**src/rtl/manchester_word_codec.sv**
```systemverilog
// Purpose: word-framed Manchester transmitter and oversampling receiver on one clock.
// Latency: TX busy (1+DATA_W)*OVS + OVS cycles per word; RX flags a word 1 cycle after the last mid-bit sample.
// Backpressure: tx_ready low while a frame or its guard gap is in flight; RX has no backpressure.
//
// Ports:
//   clk, rst            : single clock, synchronous active-high reset
//   tx_valid/tx_ready   : word handshake, tx_data captured on acceptance (MSB sent first)
//   tx_out              : registered Manchester line, idles low
//   rx_in               : asynchronous Manchester line in
//   rx_valid, rx_data   : one-cycle pulse with the decoded word; rx_data holds the last good word
//   rx_err              : one-cycle pulse when a frame is abandoned
//   rx_busy             : receiver is inside a frame or waiting for the line to settle low
//
// Build option: define MANCH_PARITY_EN to append an even-parity symbol to every frame.
module manchester_word_codec #(
  parameter int DATA_W   = 8,
  parameter int OVS      = 8,
  parameter bit IEEE_POL = 1'b1
) (
  input  logic              clk,
  input  logic              rst,
  input  logic              tx_valid,
  output logic              tx_ready,
  input  logic [DATA_W-1:0] tx_data,
  output logic              tx_out,
  input  logic              rx_in,
  output logic              rx_valid,
  output logic [DATA_W-1:0] rx_data,
  output logic              rx_err,
  output logic              rx_busy
);

`ifdef MANCH_PARITY_EN
  localparam int NBITS = DATA_W + 2;
`else
  localparam int NBITS = DATA_W + 1;
`endif
  localparam int PW = $clog2(OVS);
  localparam int BW = $clog2(NBITS + 1);

  localparam logic [PW-1:0] PH_ONE   = PW'(1);
  localparam logic [PW-1:0] PH_LAST  = PW'(OVS - 1);
  localparam logic [PW-1:0] PH_HALF  = PW'(OVS / 2);
  localparam logic [PW-1:0] PH_A     = PW'(OVS / 4);
  localparam logic [PW-1:0] PH_B     = PW'(3 * OVS / 4);
  localparam logic [BW-1:0] BIT_ONE  = BW'(1);
  localparam logic [BW-1:0] BIT_LAST = BW'(NBITS - 1);

  // ------------------------------------------------------------------
  // Transmitter
  // ------------------------------------------------------------------
  typedef enum logic [1:0] {TX_IDLE, TX_SEND, TX_GUARD} tx_state_t;

  tx_state_t         tx_state;
  logic [PW-1:0]     tx_phase, tx_phase_nx;
  logic [BW-1:0]     tx_bit, tx_bit_nx;
  logic [DATA_W-1:0] tx_shift, tx_shift_nx;
  logic              tx_wrap;
  logic              tx_d;
  logic              tx_sym;
  logic              tx_lvl_nx;
`ifdef MANCH_PARITY_EN
  logic              tx_par;
`endif

  // tx_out is registered, so the level is computed for the phase/bit the
  // counters will hold next cycle.
  always_comb begin
    tx_wrap     = (tx_phase == PH_LAST);
    tx_phase_nx = tx_wrap ? '0 : tx_phase + PH_ONE;
    tx_bit_nx   = tx_wrap ? tx_bit + BIT_ONE : tx_bit;
    // The word is not shifted when leaving the start symbol: its MSB is
    // the first data bit.
    tx_shift_nx = (tx_wrap && tx_bit != '0) ? tx_shift << 1 : tx_shift;
    tx_d        = 1'b0;
    tx_sym      = 1'b1;               // start symbol: high first half
    if (tx_bit_nx != '0) begin
`ifdef MANCH_PARITY_EN
      tx_d = (tx_bit_nx == BIT_LAST) ? tx_par : tx_shift_nx[DATA_W-1];
`else
      tx_d = tx_shift_nx[DATA_W-1];
`endif
      // tx_sym is the first-half level of the data symbol
      tx_sym = IEEE_POL ? ~tx_d : tx_d;
    end
    tx_lvl_nx = (tx_phase_nx < PH_HALF) ? tx_sym : ~tx_sym;
  end

  always_ff @(posedge clk) begin
    if (rst) begin
      tx_state <= TX_IDLE;
      tx_ready <= 1'b0;
      tx_out   <= 1'b0;
      tx_phase <= '0;
      tx_bit   <= '0;
      tx_shift <= '0;
`ifdef MANCH_PARITY_EN
      tx_par   <= 1'b0;
`endif
    end else begin
      case (tx_state)
        TX_IDLE: begin
          tx_out <= 1'b0;
          if (tx_valid && tx_ready) begin
            tx_state <= TX_SEND;
            tx_ready <= 1'b0;
            tx_shift <= tx_data;
            tx_phase <= '0;
            tx_bit   <= '0;
            tx_out   <= 1'b1;
`ifdef MANCH_PARITY_EN
            tx_par   <= ^tx_data;
`endif
          end else begin
            tx_ready <= 1'b1;
          end
        end
        TX_SEND: begin
          if (tx_wrap && tx_bit == BIT_LAST) begin
            tx_state <= TX_GUARD;
            tx_phase <= '0;
            tx_out   <= 1'b0;
          end else begin
            tx_phase <= tx_phase_nx;
            tx_bit   <= tx_bit_nx;
            tx_shift <= tx_shift_nx;
            tx_out   <= tx_lvl_nx;
          end
        end
        TX_GUARD: begin
          tx_out <= 1'b0;
          if (tx_wrap) begin
            tx_state <= TX_IDLE;
            tx_ready <= 1'b1;
          end else begin
            tx_phase <= tx_phase_nx;
          end
        end
        default: tx_state <= TX_IDLE;
      endcase
    end
  end

  // ------------------------------------------------------------------
  // Receiver
  // ------------------------------------------------------------------
  typedef enum logic [1:0] {RX_IDLE, RX_FRAME, RX_WAIT} rx_state_t;

  rx_state_t         rx_state;
  logic              rx_meta, rx_s, rx_s_d;
  logic [PW-1:0]     rx_phase;
  logic [BW-1:0]     rx_bit;
  logic [PW-1:0]     rx_low_cnt;
  logic              rx_a;
  logic [DATA_W-1:0] rx_shift, rx_shift_nx;
  logic              rx_dbit;
  logic              rx_bad;

  always_ff @(posedge clk) begin
    if (rst) begin
      rx_meta <= 1'b0;
      rx_s    <= 1'b0;
      rx_s_d  <= 1'b0;
    end else begin
      rx_meta <= rx_in;
      rx_s    <= rx_meta;
      rx_s_d  <= rx_s;
    end
  end

  // Evaluated in the cycle of sample b (phase 3*OVS/4); rx_s is sample b.
  always_comb begin
    rx_dbit     = IEEE_POL ? rx_s : rx_a;
    rx_shift_nx = DATA_W'({rx_shift, rx_dbit});
    // Equal halves are never legal; the start symbol must be high-then-low.
    rx_bad      = (rx_a == rx_s) || (rx_bit == '0 && !rx_a);
`ifdef MANCH_PARITY_EN
    if (rx_bit == BIT_LAST && (^{rx_shift, rx_dbit}))
      rx_bad = 1'b1;
`endif
  end

  always_ff @(posedge clk) begin
    if (rst) begin
      rx_state   <= RX_IDLE;
      rx_valid   <= 1'b0;
      rx_err     <= 1'b0;
      rx_busy    <= 1'b0;
      rx_data    <= '0;
      rx_phase   <= '0;
      rx_bit     <= '0;
      rx_low_cnt <= '0;
      rx_a       <= 1'b0;
      rx_shift   <= '0;
    end else begin
      rx_valid <= 1'b0;
      rx_err   <= 1'b0;
      case (rx_state)
        RX_IDLE: begin
          if (rx_s && !rx_s_d) begin
            rx_state <= RX_FRAME;
            rx_busy  <= 1'b1;
            rx_phase <= '0;
            rx_bit   <= '0;
          end
        end
        RX_FRAME: begin
          rx_phase <= (rx_phase == PH_LAST) ? '0 : rx_phase + PH_ONE;
          if (rx_phase == PH_LAST)
            rx_bit <= rx_bit + BIT_ONE;
          if (rx_phase == PH_A)
            rx_a <= rx_s;
          if (rx_phase == PH_B) begin
            if (rx_bad) begin
              rx_err     <= 1'b1;
              rx_state   <= RX_WAIT;
              rx_low_cnt <= '0;
            end else if (rx_bit == BIT_LAST) begin
              rx_valid <= 1'b1;
              rx_busy  <= 1'b0;
              rx_state <= RX_IDLE;
`ifdef MANCH_PARITY_EN
              rx_data  <= rx_shift;    // last symbol was parity, not data
`else
              rx_data  <= rx_shift_nx;
`endif
            end else if (rx_bit != '0) begin
              rx_shift <= rx_shift_nx;
            end
          end
        end
        RX_WAIT: begin
          // Re-arm only after a full bit period of quiet line.
          if (rx_s) begin
            rx_low_cnt <= '0;
          end else if (rx_low_cnt == PH_LAST) begin
            rx_state <= RX_IDLE;
            rx_busy  <= 1'b0;
          end else begin
            rx_low_cnt <= rx_low_cnt + PH_ONE;
          end
        end
        default: rx_state <= RX_IDLE;
      endcase
    end
  end

endmodule

```
**config.mk**
```make
export PLATFORM = sky130hd
export DESIGN_NAME = manchester_word_codec
export DESIGN_NICKNAME = d
export VERILOG_FILES = /design/src/rtl/manchester_word_codec.sv
export SDC_FILE = /design/constraint.sdc
export NUM_CORES = 1
export LEC_CHECK = 0
export ABC_AREA = 1
export BUFFER_PORTS_ARGS = -buffer_cell sky130_fd_sc_hd__buf_2
export CAP_MARGIN = 20
export CORE_ASPECT_RATIO = 1.2
export CORE_UTILIZATION = 39
export DETAILED_ROUTE_END_ITERATION = 10
export PLACE_DENSITY_LB_ADDON = 0.08
export SLEW_MARGIN = 0
export SYNTH_ARGS = -nofsm -noshare
export SYNTH_HDL_FRONTEND = slang
export SYNTH_SLANG_ARGS = --single-unit
```
**constraint.sdc**
```tcl
create_clock -name clk -period 4.4 [get_ports clk]
set_input_delay 0.66 -clock clk [delete_from_list [all_inputs] [get_ports clk]]
set_output_delay 0.66 -clock clk [all_outputs]
set_load 0.03 [all_outputs]
```
## After elaboration in Yosys (flattened, before gate mapping)

Cells that the tools add are included.

- Magnitude comparators: 1
- Equal/unequal tests: 28
- Muxes and demuxes: 52
- Reductions and logical operators: 35
- Add/sub/neg operators: 5
- Bitwise logic cells: 6

Operators by type and width:

| cell | number |
|---|---|
| $mux 3 | 10 |
| $ne 2x2->1 const B | 14 |
| $mux 8 | 3 |
| $mux 4 | 5 |
| $mux 2 | 9 |
| $pmux 4 s2 | 2 |
| $pmux 8 s2 | 1 |
| $mux 1 | 14 |
| $eq 3x3->1 const B | 4 |
| $pmux 2 s3 | 2 |
| $pmux 3 s2 | 2 |
| $reduce_and 3->1 | 4 |
| $reduce_and 4->1 | 3 |
| $reduce_bool 4->1 | 3 |
| $reduce_and 5->1 | 2 |
| $add 3x1->3 const B | 3 |
| $pmux 3 s3 | 1 |
| $add 4x1->4 const B | 2 |
| $eq 4x4->1 const B | 2 |
| $reduce_bool 2->1 | 4 |
| $reduce_and 7->1 | 1 |
| $ne 3x3->1 const B | 2 |
| $not 1->1 | 6 |
| $pmux 1 s3 | 2 |
| 15 further kinds | 26 |

- Input bits: 12
- Logic and storage cells: 147
- Register bits: 53

## Longest topological paths before layout

Gate-level depths: netlist of the first run.

- Depth after elaboration: 9
- Depth in mapped cells: 12
- Depth with buffers taken out: 12

## Worst setup path before layout of the first run

No wires, ideal clock.

- Path kind: reg2reg
- Start point: register tx_phase[0]
- End point: register tx_shift[1]
- Setup slack: 2813 ps
- Setup time: 116 ps
- Stages on the path, launching flop included: 12
- Path buffers: 0
- Arrival: 1471 ps
- Clock period less this slack: 1587 ps
- Data required time: 4284 ps
- Path through: dfxtp_1 ha_1 ha_1 nand4_1 nand2_1 nand2_1 nand2_2 inv_2 nand2_2 inv_2 nor2_1 nor2_1

- Cells in the longest elaborated chain, start to end: 4

RTL lines:

| what | line | text |
|---|---|---|
| start: declaration | 55 | `logic [PW-1:0] tx_phase, tx_phase_nx;` |
| start signal: assignment | 124 | `tx_phase <= tx_phase_nx;` |
| start signal: assignment | 136 | `tx_phase <= tx_phase_nx;` |
| $eq 3x3->1 (*) | 69 | `tx_wrap = (tx_phase == PH_LAST);` |
| $logic_and 1x1->1, on equally long branches | 74, 119 |  |
| $ne 2x2->1 (no source line) | - |  |
| $reduce_and 4->1 (no source line) (*) | - |  |
| end signal: assignment | 107 | `tx_shift <= tx_data;` |
| end signal: assignment | 126 | `tx_shift <= tx_shift_nx;` |
| end: declaration | 57 | `logic [DATA_W-1:0] tx_shift, tx_shift_nx;` |

Mark *: on every way between the ends. The rest lies on a longest branch, timed or not.
A chain may end at the register's enable or synchronous reset.

## Worst setup path in the final report of the first run

- Start point: register tx_state[1]
- End point: register tx_shift[5]

- Cells in the longest elaborated chain, start to end: 3

RTL lines:

| what | line | text |
|---|---|---|
| start: declaration | 54 | `tx_state_t tx_state;` |
| start signal: assignment | 91 | `tx_state <= TX_IDLE;` |
| start signal: assignment | 105 | `tx_state <= TX_SEND;` |
| start signal: assignment | 120 | `tx_state <= TX_GUARD;` |
| $eq 2x1->1 / $logic_not 2->1 (equally long branches) | 101 | `case (tx_state)` |
| $ne 2x2->1 (no source line) / $reduce_bool 2->1 (equally long branches) | - |  |
| $reduce_and 4->1 (no source line) | - |  |

Parallel ways exist; a longest one is shown, timed or not.

==> impl_metrics.py, run 1 <==
metrics = {
    "layout": {
        "final_util": 0.451,
        "area_growth_pct": 9.95,
        "diodes": 0,
        "fin_cells": 469,
        "nNetsFinal": 415,
        "drive_gt1_frac": 0.143,
        "final_area_mm2": 0.00294,
    },
    "clock_network": {
        "cts_buffer_depth": 2,
        "cts_resized": 0,
        "clk_latency_ps": 310,
        "cts-root-buf": "clkbuf_8",
        "cts_made_buffers": 5,
        "cts_tree": "yes",
        "path_clk_slew_ps": 110,
        "cts-htree-levels": 2,
        "numClockSinks": 53,
        "postCtsHoldBufs": 0,
        "post_cts_buffers": 0,
    },
    "synthesis": {
        "synthArstFlopShare": 0,
        "synthXorXnorAreaFrac": 0.00327,
        "syn_avg_cell_area_um2": 7.40,
        "synth-edff-count": 0,
        "netlist_area_mm2": 0.00268,
        "synthMuxAreaShare": 0,
        "ys_ff_latch": 53,
        "syn_nets": 394,
        "ys_warn_count": 0,
        "netlist_instances": 362,
        "synth_cell_type_count": 31,
        "synth_compound_area_frac": 0.189,
        "synth_fa_ha_area_frac": 0.0935,
        "synth-simple-area-share": 0.229,
        "synth_ff_type": "dfxtp_1",
        "ys_seq_area_frac": 0.396,
        "synth_top_family_by_area": "simple AND/OR/NAND/NOR gates",
    },
    "setup_path": {
        "arrival_ps": 2340,
        "slowest_stage": "ha_1",
        "required_ps": 4610,
        "crit_path_start_kind": "flop",
        "cp-end-kind": "flop",
        "crit_fanout": 13,
        "crit_family": "simple AND/OR/NAND/NOR gates",
        "slowest_delay_ps": 430,
        "path_buf_inv": 4,
        "critical_path_class": "flop to flop",
        "worstPathCellList": "inv_1 > ha_1 > inv_1 > nand2_1 > nand2_1 > nand2_2 > inv_2 > nand2_2 > inv_2 > nor2_1 > nor2_1",
    },
    "timing": {
        "hold_slack_ps": 403,
        "rsz0062_at_grt": "no",
        "fmax_ghz": 0.468,
        "setup_ws_ps": 2260,
        "skew_ps": 5.32,
        "fin_crit_ps": 2140,
        "slew_headroom": 0.312,
        "final-setup-viol-count": 0,
        "final_hold_viol_count": 0,
        "setup_tns_ps": 0,
        "tightestPinTransition_ps": 1030,
        "finalCritPeriodShare": 0.486,
        "report.final.slew_viol_count": 0,
    },
    "routing": {
        "routed_wl_mm": 5.31,
        "drc": 0,
        "vias_per_cell": 4.86,
        "num_vias": 2280,
        "wl_per_cell_um": 11.3,
        "drtAntennaViolNets": 0,
        "drtIter0Drc": 93,
        "firstDrtPassIters": 4,
    },
    "die": {
        "die_y_um": 92.8,
        "start_util": 0.410,
        "dieWidth_um": 77.6,
        "dieArea_mm2": 0.00720,
        "core_area_mm2": 0.00653,
        "ios": 25,
        "num_rows": 32,
    },
    "placement": {
        "place_ws_ps": 2070,
        "gp_congestion": 0.796,
        "io_buffers": 24,
        "dp_cells": 461,
        "placed_area_mm2": 0.00285,
        "dp_hpwl_mm": 3.79,
    },
    "power": {
        "vdd_drop_max_v": 0.000251,
        "power.leakage_nw": 1.33,
        "power_density_mw_per_mm2": 527,
        "total_power_mw": 1.55,
    },
    "hold_path": {
        "hp-class": "flop to flop",
    },
    "global_routing": {
        "grt_pass1_wl_mm": 9.38,
        "gr-total-overflow": 0,
        "grt_max_degree": 40,
        "antenna_found_initial": 0,
        "grtUsageTotal": 0.160,
        "grt_pass1_vias": 2193,
    },
    "status": {
        "status": "completed",
    },
    "run": {
        "maxCapViolations": 0,
    },
}
## registers in the layout (all words and copies together), names as in the netlist, 3 cells and up
signal	count
rx_data	8
tx_phase	3
rx_phase	3
rx_shift	7
rx_low_cnt	3
tx_bit	4
rx_bit	4
tx_shift	8
## Yosys cell counts, types with 2 or more instances
master,number,share of area
o21ai_0,42,0.079
nor3_1,6,0.011
a31oi_1,4,0.0093
clkbuf_1,7,0.0098
nand4_1,2,0.0047
a21oi_1,37,0.069
nand3_1,20,0.037
nor2_1,34,0.048
inv_1,41,0.057
dfxtp_1,53,0.40
ha_1,20,0.093
nand2_2,4,0.0093
a21oi_2,2,0.0065
inv_2,6,0.0084
buf_6,2,0.0084
o21ai_2,4,0.013
nand2_1,64,0.090
## cells in the final DEF, fill, tap and decap left out
cell	n
buf_2	24
a211oi_2	1
nor2_1	34
nor2_2	1
o21ai_2	4
nand3_2	1
o211ai_1	1
nor3b_1	1
a21oi_2	2
ha_1	20
inv_2	6
nor4_1	1
dfxtp_1	53
xor2_1	1
nand2_2	4
o21ai_0	42
o21ai_1	1
nor3_4	1
inv_1	41
a211oi_1	1
nand4_1	2
nand2_4	1
a31oi_1	4
nor3_1	6
nor2_8	1
nand3_1	20
clkinvlp_4	1
inv_6	3
nand2_1	64
a21oi_1	37
clkbuf_8	5
## path summary, 6_finish.rpt
path                                  from                        to  slack (ps)  depth (start not counted)
hold / removal          rx_meta$_SDFF_PP0_        rx_dbit$_SDFF_PP0_         400                          2
setup reg to reg  tx_state[1]$_SDFFE_PP0P_  tx_shift[5]$_SDFFE_PP0P_        2260                         11
hold reg to reg         rx_meta$_SDFF_PP0_        rx_dbit$_SDFF_PP0_         400                          2
setup / recovery  tx_state[1]$_SDFFE_PP0P_  tx_shift[5]$_SDFFE_PP0P_        2260                         11
## layer usage
metal | share of wire | vias to the layer above | global-route usage
met5 | 0 | - | 0
met4 | 0.011 | 0 | 0.0472
met3 | 0.025 | 6 | 0.0296
met2 | 0.50 | 21 | 0.299
met1 | 0.46 | 1031 | 0.183
li1 | - | 1222 | -
## cell families (layout without fill, tap and decap cells)
family / after synthesis / in the layout
buffers and inverters: 58 / 80
adders and majority gates: 20 / 20
AOI/OAI and AO/OA: 93 / 93
xor gates and xnor gates: 1 / 1
and+or+nand+nor: 137 / 137
DFF: 53 / 53
## final cells by class
| cell class | instances | area (µm²) |
|---|---|---|
| Clock buffer | 5 | 68.8 |
| Clock inverter | 3 | 25.0 |
| Fill cell | 685 | 3580 |
| Inverter | 48 | 185 |
| Multi-Input combinational cell | 251 | 1380 |
| Sequential cell | 53 | 1060 |
| Tap cell | 85 | 106 |
| Timing Repair Buffer | 24 | 120 |
## power breakdown
group	switching (mW)	internal [mW]	leakage, nW
clock network	0.175	0.116	0.0452
registers	0.0598	0.572	0.432
logic	0.423	0.205	0.854
total	0.657	0.894	1.33
## tightest hold or removal path, cell delays in order, from the launching register on
cell	delay [ps]
dfxtp_1	310
inv_1	40
nor2_1	30
No activity file was read; power rests on OpenSTA's default activity.
==> inputs of run 2 (changes only) <==
==> constraint.sdc (replaced) <==
create_clock -name clk -period 2 [get_ports clk]
set_input_delay 0.3 -clock clk [delete_from_list [all_inputs] [get_ports clk]]
set_output_delay 0.3 -clock clk [all_outputs]
set_load 0.03 [all_outputs]
==> impl_metrics.py, run 2 (synthesized netlist as in run 1, its figures left out) <==
metrics = {
    "die": {
        "ios": 25,
        "die_y_um": 92.8,
        "dieWidth_um": 77.6,
        "start_util": 0.410,
        "num_rows": 32,
        "dieArea_mm2": 0.00720,
        "core_area_mm2": 0.00653,
    },
    "global_routing": {
        "antenna_found_initial": 0,
        "grt_max_degree": 20,
        "grtUsageTotal": 0.163,
        "gr-total-overflow": 0,
        "grt_pass1_vias": 2157,
        "grt_pass1_wl_mm": 9.44,
    },
    "layout": {
        "layout_commonest_cell": "nand2_1",
        "fillCellCount": 664,
        "seq_area_mm2": 0.00106,
        "final_cell_mix": "64 x nand2_1, 53 x dfxtp_1, 42 x o21ai_0",
        "area_growth_pct": 12.1,
        "diodes": 0,
        "reg_top3": "rx_data: 8 flops, tx_shift: 8 flops, rx_shift: 7 flops",
        "drive_gt1_frac": 0.159,
        "nNetsFinal": 422,
        "multi_input_area_mm2": 0.00138,
    },
    "clock_network": {
        "clk_latency_ps": 320,
        "path_clk_slew_ps": 110,
        "cts_tree": "yes",
        "cts-htree-levels": 2,
        "cts-root-buf": "clkbuf_8",
        "post_cts_buffers": 0,
        "numClockSinks": 53,
        "cts_buffer_depth": 2,
        "postCtsHoldBufs": 0,
        "cts_resized": 0,
        "cts_made_buffers": 5,
    },
    "routing": {
        "drtIter0Drc": 70,
        "wl_per_cell_um": 11.3,
        "firstDrtPassIters": 4,
        "routed_wl_mm": 5.40,
        "drc": 0,
        "num_vias": 2285,
        "vias_per_cell": 4.80,
        "drtAntennaViolNets": 0,
    },
    "power": {
        "total_power_mw": 3.50,
        "vdd_drop_max_v": 0.000397,
        "power.leakage_nw": 1.37,
        "power_density_mw_per_mm2": 1170,
    },
    "timing": {
        "report.final.slew_viol_count": 0,
        "finalCritPeriodShare": 0.908,
        "tightestPinTransition_ps": 439,
        "fin_crit_ps": 1820,
        "setup_tns_ps": 0,
        "final-setup-viol-count": 0,
        "slew_headroom": 0.707,
        "fmax_ghz": 0.550,
        "final_hold_viol_count": 0,
        "hold_slack_ps": 174,
        "rsz0062_at_grt": "no",
        "skew_ps": 7.90,
    },
    "placement": {
        "dp_hpwl_mm": 3.94,
        "gp_congestion": 0.778,
        "io_buffers": 24,
    },
    "status": {
        "status": "completed",
    },
    "setup_path": {
        "critical_path_class": "flop to flop",
        "required_ps": 2210,
        "arrival_ps": 2030,
        "crit_fanout": 8,
        "crit_path_start_kind": "flop",
        "cp-end-kind": "flop",
    },
    "run": {
        "maxCapViolations": 0,
    },
    "hold_path": {
        "hp-class": "input pin to flop",
    },
}
[run 2: worst max-delay path: stages (launching register included)]
cell     delay, ps
dfxtp_1        370
ha_1           190
ha_1           310
nand4_1        140
nand2_1        150
nand2_1         90
nand2_2         80
inv_2           50
nand2_2        120
inv_2           90
nor2_1          90
nor2_1          50
[run 2: path summary, 6_finish.rpt]
kind                            start                       end  slack (ps)  cells past startpoint
max          tx_phase[0]$_SDFFE_PP0P_  tx_shift[2]$_SDFFE_PP0P_         180                     11
min                             rx_in        rx_meta$_SDFF_PP0_         170                      3
max reg2reg  tx_phase[0]$_SDFFE_PP0P_  tx_shift[2]$_SDFFE_PP0P_         180                     11
min reg2reg        rx_meta$_SDFF_PP0_        rx_dbit$_SDFF_PP0_         410                      2
[run 2: final cells by class]
class                      instances  share of cell area
clock buffer                       5              0.0229
clock inverter                     3             0.00959
multi-input combinational        251               0.459
tap                               85              0.0354
sequential                        53               0.354
inverter                          48              0.0617
timing repair buffer              31              0.0575
[run 2: power breakdown]
part           leakage, nW  switching [mW]  internal [mW]
Clock               0.0506           0.403          0.263
Combinational        0.888           0.941          0.500
Sequential           0.432           0.134           1.26
Total                 1.37            1.48           2.02
[run 2: stage by stage]
| stage | std cells | area (µm²) | util | setup slack, ps |
|---|---|---|---|---|
| 4_1_cts | 476 | 3000 | 0.460 | 165 |
| 3_3_place_gp | 468 | 2900 | 0.445 | 202 |
| 2_1_floorplan | 362 | 2680 | - | 413 |
| 6_report | 476 | 3000 | 0.460 | 183 |
| 3_5_place_dp | 468 | 2900 | 0.445 | 192 |
| 5_1_grt | 476 | 3000 | 0.460 | 1.60 |
[run 2: per-layer routing]
| metal | wire, µm | part of all wire | GRT usage | vias to the layer above |
|---|---|---|---|---|
| met5 | 0 | 0 | 0 | - |
| met4 | 71 | 0.013 | 0.0566 | 0 |
| met3 | 147 | 0.027 | 0.0315 | 5 |
| met2 | 2620 | 0.49 | 0.288 | 23 |
| met1 | 2560 | 0.47 | 0.195 | 1022 |
| li1 | - | - | - | 1235 |
